**src/rtl/divide_if.sv**
```systemverilog
// Operand/result bundle for the signed 32-bit divider.
// master drives a request; slave is the divider.
interface divide_if;
  logic        start;
  logic [31:0] dividend;
  logic [31:0] divisor;
  logic [31:0] quotient;
  logic [31:0] remainder;
  logic        busy;
  logic        done;
  logic        div_zero;
  logic        overflow;

  modport master (
    output start, dividend, divisor,
    input  quotient, remainder, busy, done, div_zero, overflow
  );

  modport slave (
    input  start, dividend, divisor,
    output quotient, remainder, busy, done, div_zero, overflow
  );
endinterface

```
**src/rtl/divide.sv**
```systemverilog
// Signed 32-bit restoring divider, one quotient bit per clock on operand magnitudes.
// Signs are applied in a final FIX cycle; divide-by-zero skips the iterations.
module divide (
  input  logic  clk,
  input  logic  rst,
  divide_if.slave bus
);
  typedef enum logic [1:0] {IDLE, ITER, FIX} state_t;

  state_t      state_reg;
  logic [5:0]  count_reg;
  logic [31:0] rem_reg;
  logic [31:0] quo_work_reg;
  logic [31:0] dmag_reg;
  logic        dividend_neg_reg;
  logic        divisor_neg_reg;
  logic        zero_case_reg;
  logic        ovf_case_reg;
  logic [31:0] quotient_reg;
  logic [31:0] remainder_reg;
  logic        busy_reg;
  logic        done_reg;
  logic        div_zero_reg;
  logic        overflow_reg;

  logic [32:0] shifted;
  logic        trial_ok;
  logic [31:0] trial_diff;
  logic [31:0] dividend_mag;
  logic [31:0] divisor_mag;
  logic [31:0] quo_signed;
  logic [31:0] rem_signed;

  // The difference is below 2^32 whenever the trial succeeds, so 32 bits suffice.
  assign shifted    = {rem_reg, quo_work_reg[31]};
  assign trial_ok   = (shifted >= {1'b0, dmag_reg});
  assign trial_diff = shifted[31:0] - dmag_reg;

  // Magnitude of 0x80000000 wraps to itself and is read as unsigned.
  assign dividend_mag = bus.dividend[31] ? (~bus.dividend + 32'd1) : bus.dividend;
  assign divisor_mag  = bus.divisor[31]  ? (~bus.divisor  + 32'd1) : bus.divisor;

  assign quo_signed = (dividend_neg_reg ^ divisor_neg_reg) ? (~quo_work_reg + 32'd1) : quo_work_reg;
  assign rem_signed = dividend_neg_reg ? (~rem_reg + 32'd1) : rem_reg;

  always_ff @(posedge clk) begin
    if (rst) begin
      state_reg        <= IDLE;
      count_reg        <= 6'd0;
      rem_reg          <= 32'd0;
      quo_work_reg     <= 32'd0;
      dmag_reg         <= 32'd0;
      dividend_neg_reg <= 1'b0;
      divisor_neg_reg  <= 1'b0;
      zero_case_reg    <= 1'b0;
      ovf_case_reg     <= 1'b0;
      quotient_reg     <= 32'd0;
      remainder_reg    <= 32'd0;
      busy_reg         <= 1'b0;
      done_reg         <= 1'b0;
      div_zero_reg     <= 1'b0;
      overflow_reg     <= 1'b0;
    end else begin
      done_reg <= 1'b0;
      case (state_reg)
        IDLE: begin
          if (bus.start) begin
            count_reg        <= 6'd0;
            rem_reg          <= 32'd0;
            quo_work_reg     <= dividend_mag;
            dmag_reg         <= divisor_mag;
            dividend_neg_reg <= bus.dividend[31];
            divisor_neg_reg  <= bus.divisor[31];
            zero_case_reg    <= (bus.divisor == 32'd0);
            ovf_case_reg     <= (bus.dividend == 32'h8000_0000) && (bus.divisor == 32'hFFFF_FFFF);
            div_zero_reg     <= 1'b0;
            overflow_reg     <= 1'b0;
            busy_reg         <= 1'b1;
            state_reg        <= (bus.divisor == 32'd0) ? FIX : ITER;
          end
        end
        ITER: begin
          rem_reg      <= trial_ok ? trial_diff : shifted[31:0];
          quo_work_reg <= {quo_work_reg[30:0], trial_ok};
          count_reg    <= count_reg + 6'd1;
          if (count_reg == 6'd31) begin
            state_reg <= FIX;
          end
        end
        FIX: begin
          // For divide-by-zero quo_work still holds |dividend|, so rem sign fix restores it.
          if (zero_case_reg) begin
            quotient_reg  <= 32'hFFFF_FFFF;
            remainder_reg <= dividend_neg_reg ? (~quo_work_reg + 32'd1) : quo_work_reg;
          end else begin
            quotient_reg  <= quo_signed;
            remainder_reg <= rem_signed;
          end
          div_zero_reg <= zero_case_reg;
          overflow_reg <= ovf_case_reg;
          done_reg     <= 1'b1;
          busy_reg     <= 1'b0;
          state_reg    <= IDLE;
        end
        default: begin
          state_reg <= IDLE;
          busy_reg  <= 1'b0;
        end
      endcase
    end
  end

  assign bus.quotient  = quotient_reg;
  assign bus.remainder = remainder_reg;
  assign bus.busy      = busy_reg;
  assign bus.done      = done_reg;
  assign bus.div_zero  = div_zero_reg;
  assign bus.overflow  = overflow_reg;
endmodule

```
**src/flat_wrapper.sv**
```systemverilog
// flat-port wrapper written by rule: the top's interface ports become plain ports
module divide_flat 
  (clk, rst, bus_start, bus_dividend, bus_divisor, bus_quotient, bus_remainder, bus_busy, bus_done, bus_div_zero, bus_overflow);
  divide_if bus_i ();
  input  logic clk;
  input  logic rst;
  input wire logic [$bits(bus_i.start)-1:0] bus_start;
  input wire logic [$bits(bus_i.dividend)-1:0] bus_dividend;
  input wire logic [$bits(bus_i.divisor)-1:0] bus_divisor;
  output wire logic [$bits(bus_i.quotient)-1:0] bus_quotient;
  output wire logic [$bits(bus_i.remainder)-1:0] bus_remainder;
  output wire logic [$bits(bus_i.busy)-1:0] bus_busy;
  output wire logic [$bits(bus_i.done)-1:0] bus_done;
  output wire logic [$bits(bus_i.div_zero)-1:0] bus_div_zero;
  output wire logic [$bits(bus_i.overflow)-1:0] bus_overflow;
  assign bus_i.start = bus_start;
  assign bus_i.dividend = bus_dividend;
  assign bus_i.divisor = bus_divisor;
  assign bus_quotient = bus_i.quotient;
  assign bus_remainder = bus_i.remainder;
  assign bus_busy = bus_i.busy;
  assign bus_done = bus_i.done;
  assign bus_div_zero = bus_i.div_zero;
  assign bus_overflow = bus_i.overflow;
  divide u_core (.clk(clk), .rst(rst), .bus(bus_i));
endmodule
```
**config.mk**
```make
export PLATFORM = sky130hd
export DESIGN_NAME = divide_flat
export DESIGN_NICKNAME = d
export VERILOG_FILES = /design/src/rtl/divide_if.sv /design/src/rtl/divide.sv /design/src/flat_wrapper.sv
export SDC_FILE = /design/constraint.sdc
export NUM_CORES = 1
export LEC_CHECK = 0
export BUFFER_PORTS_ARGS = -buffer_cell sky130_fd_sc_hd__buf_2
export CAP_MARGIN = 20
export CORE_MARGIN = 2
export CORE_UTILIZATION = 30
export CTS_CLUSTER_SIZE = 30
export DETAILED_ROUTE_END_ITERATION = 16
export HOLD_SLACK_MARGIN = 0.03
export RECOVER_POWER = 50
export SETUP_SLACK_MARGIN = 0.15
export SYNTH_ARGS = -nofsm -noshare
export SYNTH_HDL_FRONTEND = slang
export SYNTH_SLANG_ARGS = --single-unit
```
**constraint.sdc**
```tcl
create_clock -name clk -period 3.1 [get_ports clk]
set_input_delay 0.465 -clock clk [delete_from_list [all_inputs] [get_ports clk]]
set_output_delay 0.465 -clock clk [all_outputs]
set_load 0.01 [all_outputs]
```
==> flow_summary.toml, run 1 <==
[global_routing]
antenna_found_initial = 0
grt_pass1_wl_um = 62200
grt_pass1_vias = 10981
grt-ovfl-total = 0
grt_max_degree = 88
grt_use_total_pct = 18.99

[timing]
maxSlewHeadroom_pct = -14.89
rsz0062_at_grt = "yes"
slew_viol_final = 126
setup_viol = 0
worst_slew_pin_slew_ps = 1723
fin_tns_setup_ps = 0
fin_crit_ps = 2837
fin_skew_ps = 11.56
whs_ps = 380.0
max_freq_mhz = 352.5
finalHoldViolations = 0
period_share_pct = 91.52

[synthesis]
yosys.cell_count.top_type = "dfxtp_1"
syn_area_um2 = 11840
yosys_warnings = 0
synth.avg_cell_area_um2 = 7.837
synth_area_leaders = "dfxtp_1 (30%), xor2_1 (6.1%), nor2_1 (5.4%)"
synth_area_leader_cell = "dfxtp_1"
ys_async_sr_fraction_pct = 0
synth_cell_types = 78
seq_area_frac_synth_pct = 29.75
synth_top_area_share_pct = 29.75
syn-num-nets = 1617
ys_ff_latch = 176
netlist_instances = 1511
synth_edf_count = 0
ys.flop_type = "dfxtp_1"
synth_common_cells = "dfxtp_1 (176), nor2_1 (171), nand2_1 (141), clkbuf_1 (99), o21ai_0 (99)"

[route]
vias_per_cell = 5.400
avgRoutedWirePerCell_um = 18.09
drcViolationCount = 0
dr.pass1.iters = 7
routed_wl_um = 39680
drt_iter0_markers = 1023
vias = 11847
postRouteAntennaNets = 0

[power_and_ir_drop]
p_switching_mw = 2.117
seqPwrFrac_pct = 38.6
total_leakage_power_nw = 5.661
total_power_mw = 6.481
power_density_nw_per_um2 = 453.9
p_clk_share_pct = 35.8
swShare_pct = 32.66
comb_power_share_pct = 25.6
p_int_mw = 4.364
ir_worst_vdd_v = 0.0002868

[worst_setup_path]
crit_fanout = 16
crit_chain = "inv_1, ha_1, and3_1, nand3_1, nor4_2, a2111oi_2, a21o_1, buf_12, buf_12, a32o_1, a21o_1"
path_delay_family = "simple AND/OR/NAND/NOR gates"
crit_type = "flip-flop to flip-flop"
cp-start-kind = "flip-flop"
r2r_setup_slack_ps = 260
cpMaxStageDelayCell = "nor4_2"
worstPathArrival_ps = 3170
end_kind = "flip-flop"
worst_ep_required_time_ps = 3440
critPathBufInv = 3
max_stage_delay_ps = 460

[die]
die-area_um2 = 41080
ioPinCount = 135
core_um2 = 38830
num_rows = 72
die_w_um = 202.7
die_h_um = 202.7
initial_core_util_pct = 30.50

[run]
maxCapViolations = 2

[placed_design]
io_buffers = 134
dp_hpwl_um = 30830
gp_congestion = 0.9260

[clock_network]
postCtsHoldBufs = 0
tritoncts = "yes"
clock_path_buffers = 2
cts_buffers = 17
cts_sinks = 176
root_buffer = "clkbuf_16"
clk_latency_ps = 440
path_clk_slew_ps = 70
cts_max_level = 4

[cells_and_area]
drive_gt1_share_pct = 16.59
nFillCells = 4079
layout.nets = 1769
antenna_cells = 0
syn2layout_area_growth_pct = 20.59

[worst_hold_path]
hold_class = "input port to flip-flop"

[status]
status = "finished with violations"
violations = "capacitance limit, slew limit"
-- final timing paths --
kind / startpoint / endpoint / cells past startpoint
max: u_core.dmag_reg[23] / u_core.rem_reg[29] / 11
min: rst / u_core.quo_work_reg[3] / 2
max reg2reg: u_core.dmag_reg[23] / u_core.rem_reg[29] / 11
min reg2reg: u_core.bus.remainder[25] / u_core.bus.remainder[25] / 2
-- area by class of cell --
type | count | area (µm²) | area share (%)
inverter | 56 | 210.2 | 1.472
sequential | 176 | 3527 | 24.70
multi-input combinational | 1159 | 7771 | 54.42
clock buffer | 19 | 452.9 | 3.172
tap | 518 | 648.1 | 4.539
timing repair buffer | 253 | 1494 | 10.46
clock inverter | 13 | 176.4 | 1.235
-- metrics by stage --
stage / instance area (µm²) / worst slack, ps / std cells / utilization [%]
after floorplan: 11850 / 182.0 / 1511 / -
after global placement: 13640 / 23.90 / 2160 / 35.13
after detailed placement: 13640 / -4.780 / 2160 / 35.13
after CTS: 14280 / 174.4 / 2192 / 36.79
after global routing: 14280 / 123.4 / 2194 / 36.78
final: 14280 / 262.8 / 2194 / 36.78
-- power by group through the flow --
| stage | Combinational, mW | Sequential [mW] | Clock, mW |
|---|---|---|---|
| floorplan | 1.07 | 2.51 | 0 |
| global route | 1.82 | 2.52 | 2.45 |
| global placement | 1.60 | 2.55 | 0 |
| finish | 1.66 | 2.50 | 2.32 |
| detailed placement | 1.61 | 2.55 | 0 |
| CTS | 1.62 | 2.50 | 2.36 |
-- worst register-to-register path: stages (launching register included) --
cell,delay [ps]
dfxtp_1,360
inv_1,60
ha_1,370
and3_1,210
nand3_1,160
nor4_2,460
a2111oi_2,160
a21o_1,240
buf_12,170
buf_12,150
a32o_1,240
a21o_1,150
-- cells by family (layout without fill, tap and decap cells) --
| family | count (synthesis) | in the layout | share of synthesized area [%] |
|---|---|---|---|
| DFF | 176 | 176 | 29.75 |
| and+or+nand+nor | 511 | 511 | 21.00 |
| xor gates and xnor gates | 142 | 142 | 10.50 |
| buffers and inverters | 176 | 341 | 5.716 |
| adders and majority gates | 39 | 39 | 4.184 |
| AOI/OAI and AO/OA | 432 | 432 | 25.55 |
| muxes | 35 | 35 | 3.297 |
-- per-layer routing --
metal / share of wire [%] / global-route usage [%]
met1: 47 / 26.22
met2: 45 / 31.08
met5: 0 / 0
met4: 1.5 / 4.536
met3: 6.0 / 2.825
-- cells in the final DEF, fill, tap and decap left out, types with 5 or more instances in the layout --
| cell type | n |
|---|---|
| dfxtp_1 | 173 |
| nor2_1 | 171 |
| nand2_1 | 141 |
| buf_4 | 110 |
| o21ai_0 | 94 |
| xor2_1 | 82 |
| clkbuf_1 | 74 |
| a211oi_1 | 66 |
| buf_2 | 65 |
| a21oi_1 | 64 |
| xnor2_1 | 60 |
| inv_1 | 54 |
| o31ai_1 | 37 |
| ha_1 | 35 |
| mux2i_1 | 30 |
| nor3_1 | 28 |
| a222oi_1 | 28 |
| or3_1 | 27 |
| nand3_1 | 25 |
| nand4_1 | 20 |
| a21o_1 | 18 |
| o211ai_1 | 17 |
| clkbuf_16 | 17 |
| nand2b_1 | 15 |
| a311oi_1 | 14 |
| nor4_1 | 14 |
| or4_1 | 12 |
| nor2b_1 | 8 |
| a32oi_1 | 8 |
| a31oi_1 | 7 |
| o41ai_1 | 6 |
| or2_2 | 5 |
| a32o_1 | 5 |
| nand3b_1 | 5 |
-- timing repair --
| item | 4_1_cts | 5_1_grt |
|---|---|---|
| setup endpoints to repair | 8 | 40 |
| buffers inserted | 0 | 2 |
| pin swaps | 1 | 12 |
| gates resized for setup | 6 | 29 |
Power figures use the tool's default switching activity.
==> run 2, diff against run 1 <==
- ABC_AREA: default -> 1
- SLEW_MARGIN: default -> 20
==> flow_summary.toml, run 2 <==
[status]
status = "complete, no violations"

[clock_network]
ctsResizeCount = 0
cts_buffers = 17
root_buffer = "clkbuf_16"
clk_latency_ps = 450
cts_sinks = 176
tritoncts = "yes"
cts_max_level = 4
postCtsHoldBufs = 0
post-cts-setup-buffer-count = 0
path_clk_slew_ps = 70
clock_path_buffers = 2

[route]
routed_wl_um = 52560
postRouteAntennaNets = 0
dr.pass1.iters = 6
avgRoutedWirePerCell_um = 17.69
vias = 15204
drcViolationCount = 0
vias_per_cell = 5.117
drt_iter0_markers = 1225

[worst_setup_path]
crit_chain = "ha_1, nand2_1, nor2_1, inv_1, nor3_1, nand3_1, nand3_1, nand2_1, nand2_1, nand2_1, nand3_1, a21oi_1"
worstPathArrival_ps = 3130
worst_ep_required_time_ps = 3370
r2r_setup_slack_ps = 240
cpMaxStageDelayCell = "nor3_1"
critPathBufInv = 1
max_stage_delay_ps = 620
path_delay_family = "simple AND/OR/NAND/NOR gates"
crit_fanout = 6
worst_path_most_repeated_cell = "nand2_1"
cp-start-kind = "flip-flop"
crit_type = "flip-flop to flip-flop"
end_kind = "flip-flop"

[die]
die_w_um = 218.2
core_um2 = 45380
initial_core_util_pct = 30.34
ioPinCount = 135
die-area_um2 = 47630
die_h_um = 218.2
num_rows = 78

[synthesis]
synth_common_cells = "nand2_1 (633), inv_1 (313), dfxtp_1 (176), nor2_1 (173), o21ai_0 (161)"
synth_area_leaders = "dfxtp_1 (26%), nand2_1 (17%), inv_1 (8.5%)"
seq_area_frac_synth_pct = 25.59
synth_edf_count = 0
ys.flop_type = "dfxtp_1"
ys_async_sr_fraction_pct = 0
syn_area_um2 = 13770
yosys_warnings = 0
yosys.cell_count.top_type = "nand2_1"
synth_cell_types = 53
ys_ff_latch = 176
netlist_instances = 2273
synth_top_area_share_pct = 25.59
synth_area_leader_cell = "dfxtp_1"
synth.avg_cell_area_um2 = 6.058
syn-num-nets = 2379

[power_and_ir_drop]
total_power_mw = 20.23
ir_worst_vdd_v = 0.0009069
total_leakage_power_nw = 7.274
seqPwrFrac_pct = 16.7
p_switching_mw = 11.61
p_int_mw = 8.625
comb_power_share_pct = 71.8
power_density_nw_per_um2 = 1308
swShare_pct = 57.37
p_clk_share_pct = 11.5

[cells_and_area]
mostFrequentLayoutCells = "nand2_1 (633), inv_1 (313), dfxtp_1 (176), nor2_1 (175), o21ai_0 (161)"
layout.nets = 2465
syn2layout_area_growth_pct = 12.31
drive_gt1_share_pct = 9.194
nFillCells = 5107
final_common_cell = "nand2_1"
final_util_pct = 34.08
antenna_cells = 0

[global_routing]
grt_pass1_vias = 14125
grt-ovfl-total = 0
grt_max_degree = 76
antenna_found_initial = 0
grt_pass1_wl_um = 80620
grt_use_total_pct = 21.88

[timing]
slew_viol_final = 0
rsz0062_at_grt = "no"
maxSlewHeadroom_pct = 9.731
fin_tns_setup_ps = 0
worst_slew_pin_slew_ps = 1354
setup_viol = 0
period_share_pct = 92.12
fin_crit_ps = 2856
max_freq_mhz = 350.2
fin_skew_ps = 15.81
whs_ps = 326.7
finalHoldViolations = 0

[run]
maxCapViolations = 0

[placed_design]
io_buffers = 134
gp_congestion = 0.9398
dp_hpwl_um = 41590

[worst_hold_path]
hold_class = "input port to flip-flop"
==> run 2: changes by cell type in the layout (fill, tap and decap cells not counted), sizes merged, moves of 31 or more <==
cell | previous run | this run
o31ai | 37 | 4
xor2 | 82 | 50
nand3 | 25 | 178
nand2 | 141 | 646
buf | 178 | 86
or3 | 31 | 0
o21ai | 99 | 177
a21oi | 67 | 156
a211oi | 67 | 0
inv | 61 | 338
xnor2 | 60 | 17
==> run 2: power groups by stage <==
stage / combinational [mW] / clock [mW] / sequential, mW
after floorplan: 11.1 / 0 / 3.15
after global placement: 14.2 / 0 / 3.40
after detailed placement: 14.3 / 0 / 3.41
after CTS: 14.4 / 2.35 / 3.36
after global routing: 16.2 / 2.44 / 3.42
final: 14.5 / 2.33 / 3.37
==> run 2: logic make-up (layout without fill, tap and decap cells) <==
kind of cell,Yosys count,count (layout),synth area share (%)
and+or+nand+nor,1119,1119,36.32
AOI/OAI and AO/OA,445,445,17.97
buffers and inverters,427,525,12.26
DFF,176,176,25.59
xor gates and xnor gates,67,67,4.262
adders and majority gates,39,39,3.598
==> run 2: layout make-up <==
class	count	area (µm²)	area share, %
timing repair buffer	160	779.5	5.040
clock inverter	14	178.9	1.157
inverter	334	1254	8.107
sequential	176	3523	22.78
clock buffer	17	425.4	2.751
multi-input combinational	1670	8553	55.31
tap	600	750.7	4.854
==> run 2: worst reg2reg max path: cells and delay by family, from the launching register on <==
kind | cells | cell delay, ps
simple gates | 9 | 1680
flops | 1 | 390
compound gates | 1 | 70
buf+inv | 1 | 110
fa+ha+maj | 1 | 420
==> run 2: through the flow <==
step | cells | worst slack (ps) | instance area [µm²]
after detailed placement | 2940 | 359.4 | 14970
after CTS | 2971 | 345.7 | 15580
after floorplan | 2273 | 1203 | 13770
after global routing | 2971 | 152.1 | 15460
final | 2971 | 244.3 | 15460
after global placement | 2940 | 343.4 | 14970
==> run 2: final timing paths <==
check	from	endpoint	depth (start not counted)
worst max-delay path	u_core.rem_reg[18]	u_core.rem_reg[23]	12
worst min register to register	u_core.ovf_case_reg	u_core.ovf_case_reg	2
worst min-delay path	bus_dividend[10]	u_core.quo_work_reg[10]	3
worst max register to register	u_core.rem_reg[18]	u_core.rem_reg[23]	12
==> run 2: metal layers <==
| metal | global-route usage [%] | wire length [µm] | up-vias |
|---|---|---|---|
| met5 | 0 | 0 | - |
| met4 | 6.259 | 1147 | 0 |
| met3 | 3.994 | 3667 | 57 |
| met2 | 33.85 | 22860 | 491 |
| met1 | 30.85 | 24890 | 7098 |
| li1 | - | - | 7558 |
==> run 3, diff against run 2 <==
- BUFFER_PORTS_ARGS: -buffer_cell sky130_fd_sc_hd__buf_2 -> default
- DONT_BUFFER_PORTS: default -> 1
==> flow_summary.toml, run 3 (synthesis results as in run 2) <==
[die]
initial_core_util_pct = 30.34
ioPinCount = 135
die-area_um2 = 47630
core_um2 = 45380
die_w_um = 218.2
num_rows = 78
die_h_um = 218.2

[timing]
fin_crit_ps = 2831
setup_viol = 0
fin_skew_ps = 16.06
worst_slew_pin_slew_ps = 1664
whs_ps = 79.49
max_freq_mhz = 353.3
finalWorstSetupSlack_ps = 269.3
period_share_pct = 91.31
rsz0062_at_grt = "no"
slew_viol_final = 29
finalHoldViolations = 0
maxSlewHeadroom_pct = -10.94

[cells_and_area]
final_common_cell = "nand2_1"
antenna_cells = 0
fin_area_um2 = 14910
drive_gt1_share_pct = 6.990
final_util_pct = 32.86
fin_cells = 2846
nFillCells = 5065
mostFrequentLayoutCells = "nand2_1 (633), inv_1 (314), dfxtp_1 (176), nor2_1 (174), o21ai_0 (161)"
layout.nets = 2339
syn2layout_area_growth_pct = 8.314

[worst_setup_path]
cp-start-kind = "flip-flop"
crit_type = "flip-flop to flip-flop"
end_kind = "flip-flop"
crit_fanout = 34
worstReg2RegStart = "u_core.state_reg[1]"
worst_ep_required_time_ps = 3430
critPathBufInv = 3
path_delay_family = "buffers and inverters"
cpMaxStageDelayCell = "clkbuf_1"
crit_start = "u_core.state_reg[1]"
crit_chain = "inv_2, nor2_4, inv_2, nor2_4, clkbuf_1, o21ai_0, a21oi_1, nor2_1"
max_stage_delay_ps = 760
worstPathArrival_ps = 3160
r2r_setup_slack_ps = 270

[power_and_ir_drop]
total_leakage_power_nw = 6.957
power_density_nw_per_um2 = 1360
ir_worst_vdd_v = 0.001072

[route]
drt_iter0_markers = 1353
postRouteAntennaNets = 0
vias = 14733
avgRoutedWirePerCell_um = 18.51
vias_per_cell = 5.177
drcViolationCount = 0
dr.pass1.iters = 5
routed_wl_um = 52690

[clock_network]
cts_max_level = 4
clk_latency_ps = 460
cts_buffers = 17
root_buffer = "clkbuf_16"
postCtsHoldBufs = 0
path_clk_slew_ps = 70
tritoncts = "yes"
cts_sinks = 176
clock_path_buffers = 2

[global_routing]
antenna_found_initial = 1
grt_use_total_pct = 22.08
grt_max_degree = 89
grt_pass1_vias = 13959
grt-ovfl-total = 0
grt_pass1_wl_um = 81340

[placed_design]
numPlacedInstances = 2811
io_buffers = 0
dp_hpwl_um = 41690
placed_cell_area_um2 = 14340
post-place-ws_ps = -67.82
gp_congestion = 0.9650

[status]
violations = "capacitance limit, slew limit"
status = "finished with violations"

[run]
maxCapViolations = 1

[worst_hold_path]
hold_start = "rst"
hold_class = "input port to flip-flop"
## run 3: cell count changes in the layout (fill, tap and decap cells not counted), sizes merged
cell,before,now
clkbuf,91,22
buf,86,30
clkinv,5,8
bufinv,3,1
clkinvlp,2,1
inv,338,337
nor2,192,193
## run 3: final timing paths
check | to | cells after the start
setup reg to reg | u_core.bus.quotient[28] | 8
setup / recovery | u_core.bus.quotient[28] | 8
hold / removal | u_core.ovf_case_reg | 1
hold reg to reg | u_core.ovf_case_reg | 2
## run 3: layout make-up
cell class              count  area (µm²)  share of cell area, %
flip-flops and latches    176        3523                  23.62
repair buffers             33       246.5                  1.653
well taps                 600       750.7                  5.034
clock buffers              19       442.9                  2.970
multi-input cells        1671        8566                  57.43
inverters                 334        1254                  8.406
clock inverters            13       131.4                 0.8809
## run 3: layer usage
metal,GRT usage (%),part of all wire [%],vias up
li1,-,-,7314
met1,29.61,45,6880
met2,34.90,44,479
met3,5.651,8.1,60
met4,6.100,2.3,0
met5,0,0,-
## run 3: what timing repair did
item | in CTS | in global routing
gates resized for setup | 0 | 1
setup endpoints to repair | 33 | 33
setup buffers | 0 | 1
gates cloned | 1 | 0
pin swaps | 1 | 1
endpoints found under the hold margin | 0 | 0
## run 3: report_power, final
| group | leakage [nW] | total (mW) | internal, mW | switching (mW) |
|---|---|---|---|---|
| Sequential | 1.43 | 3.37 | 2.72 | 0.651 |
| Clock | 0.282 | 2.20 | 1.15 | 1.05 |
| Combinational | 5.24 | 14.7 | 4.69 | 10.0 |
## run 3: metrics by stage
stage          total power, mW  TNS (ps)
2_1_floorplan            14.23         0
3_3_place_gp             16.83    -187.2
3_5_place_dp             16.55     -1465
4_1_cts                  19.92         0
5_1_grt                  22.23         0
6_report                 20.28         0
## run 3: worst register-to-register path: stages, from the launching register on
cell and delay, ps:
dfxtp_1 360, inv_2 80, nor2_4 90, inv_2 260, nor2_4 530, clkbuf_1 760, o21ai_0 230, a21oi_1 320
nor2_1 70
